<file path="config.mk">
export PLATFORM = sky130hd
export DESIGN_NAME = seq_alu_flat
export DESIGN_NICKNAME = d
export VERILOG_FILES = /design/src/rtl/seq_alu_if.sv /design/src/rtl/seq_alu.sv /design/src/flat_wrapper.sv
export SDC_FILE = /design/constraint.sdc
export NUM_CORES = 1
export LEC_CHECK = 0
export CAP_MARGIN = 40
export CORE_ASPECT_RATIO = 0.9
export CORE_MARGIN = 3
export CORE_UTILIZATION = 55
export DETAILED_ROUTE_END_ITERATION = 8
export PLACE_DENSITY_LB_ADDON = 0.2
export SYNTH_ARGS = -nofsm -noshare
export SYNTH_HDL_FRONTEND = slang
export SYNTH_SLANG_ARGS = --single-unit
</file>
<file path="constraint.sdc">
create_clock -name clk -period 8.9 [get_ports clk]
set_input_delay 1.78 -clock clk [delete_from_list [all_inputs] [get_ports clk]]
set_output_delay 1.78 -clock clk [all_outputs]
set_load 0.01 [all_outputs]
</file>
<file path="src/rtl/seq_alu_if.sv">
// rtl/seq_alu_if.sv - operand/result handshake bundle between the operand latches and seq_alu
interface seq_alu_if #(
   parameter int WIDTH = 32
);
   logic             start;
   logic [4:0]       op;
   logic [WIDTH-1:0] a;
   logic [WIDTH-1:0] b;
   logic             s_bit;
   logic             busy;
   logic             done;
   logic [WIDTH-1:0] result;
   logic             wr_en;
   logic             bad_op;
   logic             n_flag;
   logic             z_flag;
   logic             c_flag;
   logic             v_flag;

   modport master (
      output start, op, a, b, s_bit,
      input  busy, done, result, wr_en, bad_op, n_flag, z_flag, c_flag, v_flag
   );

   modport slave (
      input  start, op, a, b, s_bit,
      output busy, done, result, wr_en, bad_op, n_flag, z_flag, c_flag, v_flag
   );
endinterface

</file>
<file path="src/rtl/seq_alu.sv">
// rtl/seq_alu.sv - registered ARM-style ALU with held NZCV flags and shift-add multiply
module seq_alu #(
   parameter int WIDTH = 32,
   parameter int CNT_W = $clog2(WIDTH) + 1
) (
   input logic      clk,
   input logic      reset,
   seq_alu_if.slave bus
);
   localparam logic [4:0] OP_AND = 5'h00, OP_BIC = 5'h01, OP_ORR = 5'h02, OP_EOR = 5'h03;
   localparam logic [4:0] OP_ADD = 5'h04, OP_ADC = 5'h05, OP_SUB = 5'h06, OP_SBC = 5'h07;
   localparam logic [4:0] OP_RSB = 5'h08, OP_RSC = 5'h09, OP_MOV = 5'h0A, OP_MVN = 5'h0B;
   localparam logic [4:0] OP_TST = 5'h0C, OP_TEQ = 5'h0D, OP_CMP = 5'h0E, OP_CMN = 5'h0F;
   localparam logic [4:0] OP_MUL = 5'h10;

   typedef enum logic {IDLE, MUL} state_t;

   state_t           state;
   logic             busyR, doneR, wrEnR, badOpR;
   logic             nReg, zReg, cReg, vReg;
   logic [WIDTH-1:0] resultR;
   logic [WIDTH-1:0] aSh, bSh, acc;
   logic [CNT_W-1:0] cnt;
   logic             mulS;

   logic [WIDTH-1:0] addX, addY, logicRes, aluRes, accNext;
   logic [WIDTH:0]   aluSum;
   logic             addCin, isArith, isDefined, isCompare, aluV;

   // Every arithmetic op is expressed as addX + addY + addCin so C and V fall out uniformly.
   always_comb begin
      addX      = bus.a;
      addY      = bus.b;
      addCin    = 1'b0;
      isArith   = 1'b0;
      isDefined = 1'b1;
      logicRes  = '0;
      case (bus.op)
         OP_AND, OP_TST: logicRes = bus.a & bus.b;
         OP_BIC:         logicRes = bus.a & ~bus.b;
         OP_ORR:         logicRes = bus.a | bus.b;
         OP_EOR, OP_TEQ: logicRes = bus.a ^ bus.b;
         OP_MOV:         logicRes = bus.b;
         OP_MVN:         logicRes = ~bus.b;
         OP_ADD, OP_CMN: isArith = 1'b1;
         OP_ADC: begin
            isArith = 1'b1;
            addCin  = cReg;
         end
         OP_SUB, OP_CMP: begin
            isArith = 1'b1;
            addY    = ~bus.b;
            addCin  = 1'b1;
         end
         OP_SBC: begin
            isArith = 1'b1;
            addY    = ~bus.b;
            addCin  = cReg;
         end
         OP_RSB: begin
            isArith = 1'b1;
            addX    = bus.b;
            addY    = ~bus.a;
            addCin  = 1'b1;
         end
         OP_RSC: begin
            isArith = 1'b1;
            addX    = bus.b;
            addY    = ~bus.a;
            addCin  = cReg;
         end
         default: isDefined = 1'b0;
      endcase
      aluSum    = {1'b0, addX} + {1'b0, addY} + {{WIDTH{1'b0}}, addCin};
      aluRes    = isArith ? aluSum[WIDTH-1:0] : logicRes;
      aluV      = (addX[WIDTH-1] == addY[WIDTH-1]) && (aluSum[WIDTH-1] != addX[WIDTH-1]);
      isCompare = (bus.op[4:2] == 3'b011);
      accNext   = acc + (bSh[0] ? aSh : '0);
   end

   always_ff @(posedge clk or posedge reset) begin
      if (reset) begin
         state   <= IDLE;
         busyR   <= 1'b0;
         doneR   <= 1'b0;
         wrEnR   <= 1'b0;
         badOpR  <= 1'b0;
         resultR <= '0;
         nReg    <= 1'b0;
         zReg    <= 1'b0;
         cReg    <= 1'b0;
         vReg    <= 1'b0;
         aSh     <= '0;
         bSh     <= '0;
         acc     <= '0;
         cnt     <= '0;
         mulS    <= 1'b0;
      end else begin
         doneR <= 1'b0;
         case (state)
            IDLE: begin
               if (bus.start) begin
                  if (bus.op == OP_MUL) begin
                     aSh   <= bus.a;
                     bSh   <= bus.b;
                     mulS  <= bus.s_bit;
                     acc   <= '0;
                     cnt   <= '0;
                     busyR <= 1'b1;
                     state <= MUL;
                  end else begin
                     doneR   <= 1'b1;
                     resultR <= isDefined ? aluRes : '0;
                     wrEnR   <= isDefined && !isCompare;
                     badOpR  <= !isDefined;
                     // Compare ops always update flags, matching ARM TST/TEQ/CMP/CMN.
                     if (isDefined && (bus.s_bit || isCompare)) begin
                        nReg <= aluRes[WIDTH-1];
                        zReg <= (aluRes == '0);
                        if (isArith) begin
                           cReg <= aluSum[WIDTH];
                           vReg <= aluV;
                        end
                     end
                  end
               end
            end
            MUL: begin
               acc <= accNext;
               aSh <= aSh << 1;
               bSh <= bSh >> 1;
               cnt <= cnt + 1'b1;
               if (cnt == CNT_W'(WIDTH - 1)) begin
                  resultR <= accNext;
                  doneR   <= 1'b1;
                  wrEnR   <= 1'b1;
                  badOpR  <= 1'b0;
                  busyR   <= 1'b0;
                  state   <= IDLE;
                  if (mulS) begin
                     nReg <= accNext[WIDTH-1];
                     zReg <= (accNext == '0);
                  end
               end
            end
            default: state <= IDLE;
         endcase
      end
   end

   assign bus.busy   = busyR;
   assign bus.done   = doneR;
   assign bus.result = resultR;
   assign bus.wr_en  = wrEnR;
   assign bus.bad_op = badOpR;
   assign bus.n_flag = nReg;
   assign bus.z_flag = zReg;
   assign bus.c_flag = cReg;
   assign bus.v_flag = vReg;
endmodule
</file>
<file path="src/flat_wrapper.sv">
// flat-port wrapper written by rule: the top's interface ports become plain ports
module seq_alu_flat 
#(
   parameter int WIDTH = 32,
   parameter int CNT_W = $clog2(WIDTH) + 1
)
  (clk, reset, bus_start, bus_op, bus_a, bus_b, bus_s_bit, bus_busy, bus_done, bus_result, bus_wr_en, bus_bad_op, bus_n_flag, bus_z_flag, bus_c_flag, bus_v_flag);
  seq_alu_if #(.WIDTH(WIDTH)) bus_i ();
  input logic clk;
  input logic reset;
  input wire logic [$bits(bus_i.start)-1:0] bus_start;
  input wire logic [$bits(bus_i.op)-1:0] bus_op;
  input wire logic [$bits(bus_i.a)-1:0] bus_a;
  input wire logic [$bits(bus_i.b)-1:0] bus_b;
  input wire logic [$bits(bus_i.s_bit)-1:0] bus_s_bit;
  output wire logic [$bits(bus_i.busy)-1:0] bus_busy;
  output wire logic [$bits(bus_i.done)-1:0] bus_done;
  output wire logic [$bits(bus_i.result)-1:0] bus_result;
  output wire logic [$bits(bus_i.wr_en)-1:0] bus_wr_en;
  output wire logic [$bits(bus_i.bad_op)-1:0] bus_bad_op;
  output wire logic [$bits(bus_i.n_flag)-1:0] bus_n_flag;
  output wire logic [$bits(bus_i.z_flag)-1:0] bus_z_flag;
  output wire logic [$bits(bus_i.c_flag)-1:0] bus_c_flag;
  output wire logic [$bits(bus_i.v_flag)-1:0] bus_v_flag;
  assign bus_i.start = bus_start;
  assign bus_i.op = bus_op;
  assign bus_i.a = bus_a;
  assign bus_i.b = bus_b;
  assign bus_i.s_bit = bus_s_bit;
  assign bus_busy = bus_i.busy;
  assign bus_done = bus_i.done;
  assign bus_result = bus_i.result;
  assign bus_wr_en = bus_i.wr_en;
  assign bus_bad_op = bus_i.bad_op;
  assign bus_n_flag = bus_i.n_flag;
  assign bus_z_flag = bus_i.z_flag;
  assign bus_c_flag = bus_i.c_flag;
  assign bus_v_flag = bus_i.v_flag;
  seq_alu #(.WIDTH(WIDTH), .CNT_W(CNT_W)) u_core (.clk(clk), .reset(reset), .bus(bus_i));
endmodule
</file>
==> metrics.md <==
| Metric | Value |
|---|---|
| Run status | complete, no violations |
| CP max-delay cell | clkdlybuf4s50_1 |
| Final Util | 65.4% |
| #FFs+latches synth | about 140 |
| Initial Utilization | 56.9% |
| Worst-Margin Slew | ~900 ps |
| Area of the core | 0.0229 mm^2 |
| DR vias | 13600 |
| Boundary Pins | 113 |
| Predominant post-synthesis flop cell | dfrtp_1 |
| Worst R2R End | u_core.bus.z_flag |
| Leading cell type in the layout, fill and taps excluded | nand2_1 |
| Hold EP | u_core.bSh[4] |
| Arrival @ worst endpoint | 7720 ps |
| Post-synth EDFFs | 0 |
| Die width | around 170 um |
| Slew headroom | 39.4% |
| Worst-path clk slew | 80 ps |
| CP Capture Type | register |
| Crit Path Class | input pin to register |
| Root Driver | clkbuf_16 |
| Tmin final | roughly 7300 ps |
| Global route overflow | 0 |
| CP startpoint kind | input pin |
| Die Y | around 150 um |
| Async set or reset register ratio after synthesis | 100% |
| Max IR drop VDD | 0.000209 V |
| Net Count, Synth | 1930 |
| R2R depth | 17 |
| Worst path bufs/invs | 2 |
| Post-CTS Setup Inserts | 0 |
| Synth unique cells | 76 |
| Maximum number of pins on one net before global-route repair | 90 |
| Worst Path Required | 9280 ps |
| Num rows | 52 |
| Detailed Route Iter0 Violations | ~1400 |
| Cell area power density | 234 mW/mm^2 |
| Seq/Total Area, Yosys | 27.6% |
| Commonest cells after routing, fill and taps aside | nand2_1 (225), o21ai_0 (197), a21oi_1 (193) |
| RSZ-0062 raised after global routing | false |
| Worst Hold Class | register to register |
| P&R area growth vs syn | 15.0% |
| Clock sinks | 144 |
| Cts repair resizes | 0 |
| Final Power | 0.00351 W |
| Post-DRT Antenna Nets | 0 |
| Combinational share of power | a little under half |
| Post-Layout Cell Count | 2117 |
| First-pass GRT wire length | approximately 71000 um |
| Placed Cells | about 2100 |
| Psw | 0.00154 W |
| GRT Util Overall | 35.0% |
| Mapped Area | roughly 0.013 mm^2 |
| CTS tree | yes |
| RePlAce Congestion | 1.02 |
| Port bufs | ~110 |
| Max-cap violations | 0 |
| DR WL/cell | around 22 um |
| Pint | 0.00197 W |
| Final nets | 1978 |
| Worst path most repeated cell | fa_1 |
| Syn Inst Count | 1759 |
| R2R Setup Slk | 4220 ps |
| Diode count | 0 |
| Worst hold path depth | 2 |
| Num CTS Buffers | 17 |
| Sw Ratio | around 44% |
| Reg2reg start | u_core.bus.c_flag |
| Delay-heaviest family, CP | compound AO/OA/AOI/OAI gates |
| Vias in the first global route | about 13000 |
| Crit-path max cell delay | just under 800 ps |
| Critical path, cell by cell | clkdlybuf4s50_1 > nor2b_1 > nand2_2 > buf_4 > nor2_1 > a21oi_1 > o21ai_0 > fa_1 > fa_1 > a211oi_1 > o21ai_1 > o21a_1 > a211o_1 > xor2_1 > a221oi_1 > o211a_1 > nand4_1 > nor4_1 > a22o_1 > a41o_1 |
| Tcrit/Tclk final | 82.4% |
| Dpl hpwl | 34100 um |
| Residual DRC | 0 |
| Fin Setup TNS | 0 ps |
| Worst skew pair latency | 450 ps |
| Beginning of the worst hold path | u_core.bSh[5] |
| Mapped Avg Cell Area | around 7.4 um^2 |
| H-tree Lvls | 4 |
| Via density | between 6 and 7 |
| Clock Path Buffers | 2 |
| Total Wirelength | 46000 um |
| Clk_skew | around 25 ps |
| Hold Buf Count CTS | 0 |
| Initial antenna violation count | 0 |
| Hold Vio Cnt, Final | 0 |
| YS warnings | 0 |
| Final slew viol count | 0 |
| Layout cells sized above 1 | between 4 and 5% |
| Clock power share | 22.3% |
| Final Setup Violations | 0 |
| Seq pwr share | 32.4% |
| Total die area | 0.0256 mm^2 |
| Max FO, Critical Path | 89 |
| Max frequency | 0.136 GHz |
| Number of detailed-route iterations in the first pass | 6 |
| Cell leakage power | 6.71 nW |
==> power groups by stage <==
stage               clock network, W  registers [W]  logic, W
finish                      0.000782        0.00114   0.00159
global route                0.000811        0.00116   0.00174
CTS                         0.000786        0.00113   0.00157
detailed placement                 0        0.00113   0.00156
global placement                   0        0.00113   0.00152
floorplan                          0        0.00109   0.00100
==> routing by layer <==
metal | vias up | track usage [%] | share of wire, %
li1 | 6374 | - | -
met4 | 0 | 15.2 | 4.8
met3 | 130 | 5.35 | 7.8
met1 | 6408 | 47.2 | 42
met5 | - | 0 | 0
met2 | 685 | 56.0 | 46
==> synthesized netlist by cell type (all sizes together), types with 15 or more instances <==
cell | instances | area share (%)
a211oi | 16 | 0.92
a21o | 22 | 1.3
a21oi | 194 | 7.4
a221oi | 15 | 1.0
a22o | 20 | 1.3
a31oi | 20 | 0.96
and2 | 40 | 1.9
clkbuf | 99 | 2.9
dfrtp | 144 | 28
ha | 95 | 9.1
inv | 83 | 2.4
nand2 | 228 | 6.6
nand3 | 38 | 1.5
nand4 | 23 | 1.1
nor2 | 180 | 5.2
nor3 | 16 | 0.74
o21ai | 201 | 7.7
o22ai | 16 | 0.77
xnor2 | 65 | 4.4
xor2 | 28 | 1.9
==> how the worst max path moves through the flow <==
stage                    from                end  slack, ps  depth (start not counted)
CTS                 bus_op[2]  u_core.bus.z_flag       1680                         20
global placement    bus_op[2]  u_core.bus.z_flag       1380                         20
finish              bus_op[2]  u_core.bus.z_flag       1570                         20
floorplan           bus_op[0]  u_core.bus.z_flag       2520                         19
detailed placement  bus_op[2]  u_core.bus.z_flag       1270                         20
global route        bus_op[2]  u_core.bus.z_flag       1320                         18
==> flip-flops by register name, summed over array words and instances, names as in the netlist <==
| register | count |
|---|---|
| u_core.bus.busy | 1 |
| u_core.bus.v_flag | 1 |
| u_core.state | 1 |
| u_core.bus.bad_op | 1 |
| u_core.cnt | 6 |
| u_core.bus.n_flag | 1 |
| u_core.bSh | 32 |
| u_core.acc | 32 |
| u_core.bus.done | 1 |
| u_core.aSh | 32 |
| u_core.bus.c_flag | 1 |
| u_core.bus.wr_en | 1 |
| u_core.bus.result | 32 |
| u_core.bus.z_flag | 1 |
| u_core.mulS | 1 |
==> cells by family (layout without fill, tap and decap cells) <==
| family | Yosys count | count (layout) | share of synthesized area (%) |
|---|---|---|---|
| and+or+nand+nor | 594 | 594 | 20.8 |
| DFF | 144 | 144 | 27.6 |
| AOI/OAI and AO/OA | 618 | 618 | 28.7 |
| xor gates and xnor gates | 93 | 93 | 6.25 |
| adders and majority gates | 98 | 98 | 9.58 |
| buffers and inverters | 195 | 256 | 5.68 |
| muxes | 17 | 17 | 1.35 |
==> tightest hold or removal path, delay by kind of cell, from the launching register on <==
kind,cells,cell delay (ps)
AOI/OAI and AO/OA,1,60
and+or+nand+nor,1,50
DFF,1,350
==> through the flow <==
step | hold slack [ps] | area, um^2 | worst slack, ps
global placement | 453 | 14300 | 1380
detailed placement | 468 | 14400 | 1270
finish | 479 | 15000 | 1570
CTS | 480 | 15000 | 1680
floorplan | 450 | 13000 | 2520
global route | 508 | 15000 | 1320
==> area by class of cell <==
type | count | area [um^2]
multi-input cells | 1420 | 8710
clock inverters | 15 | 189
well taps | 297 | 372
flip-flops and latches | 144 | 3610
inverters | 86 | 328
fillers | 2057 | 7920
repair buffers | 138 | 1360
clock buffers | 17 | 425
Note: power is estimated with default switching activity, not from simulation.
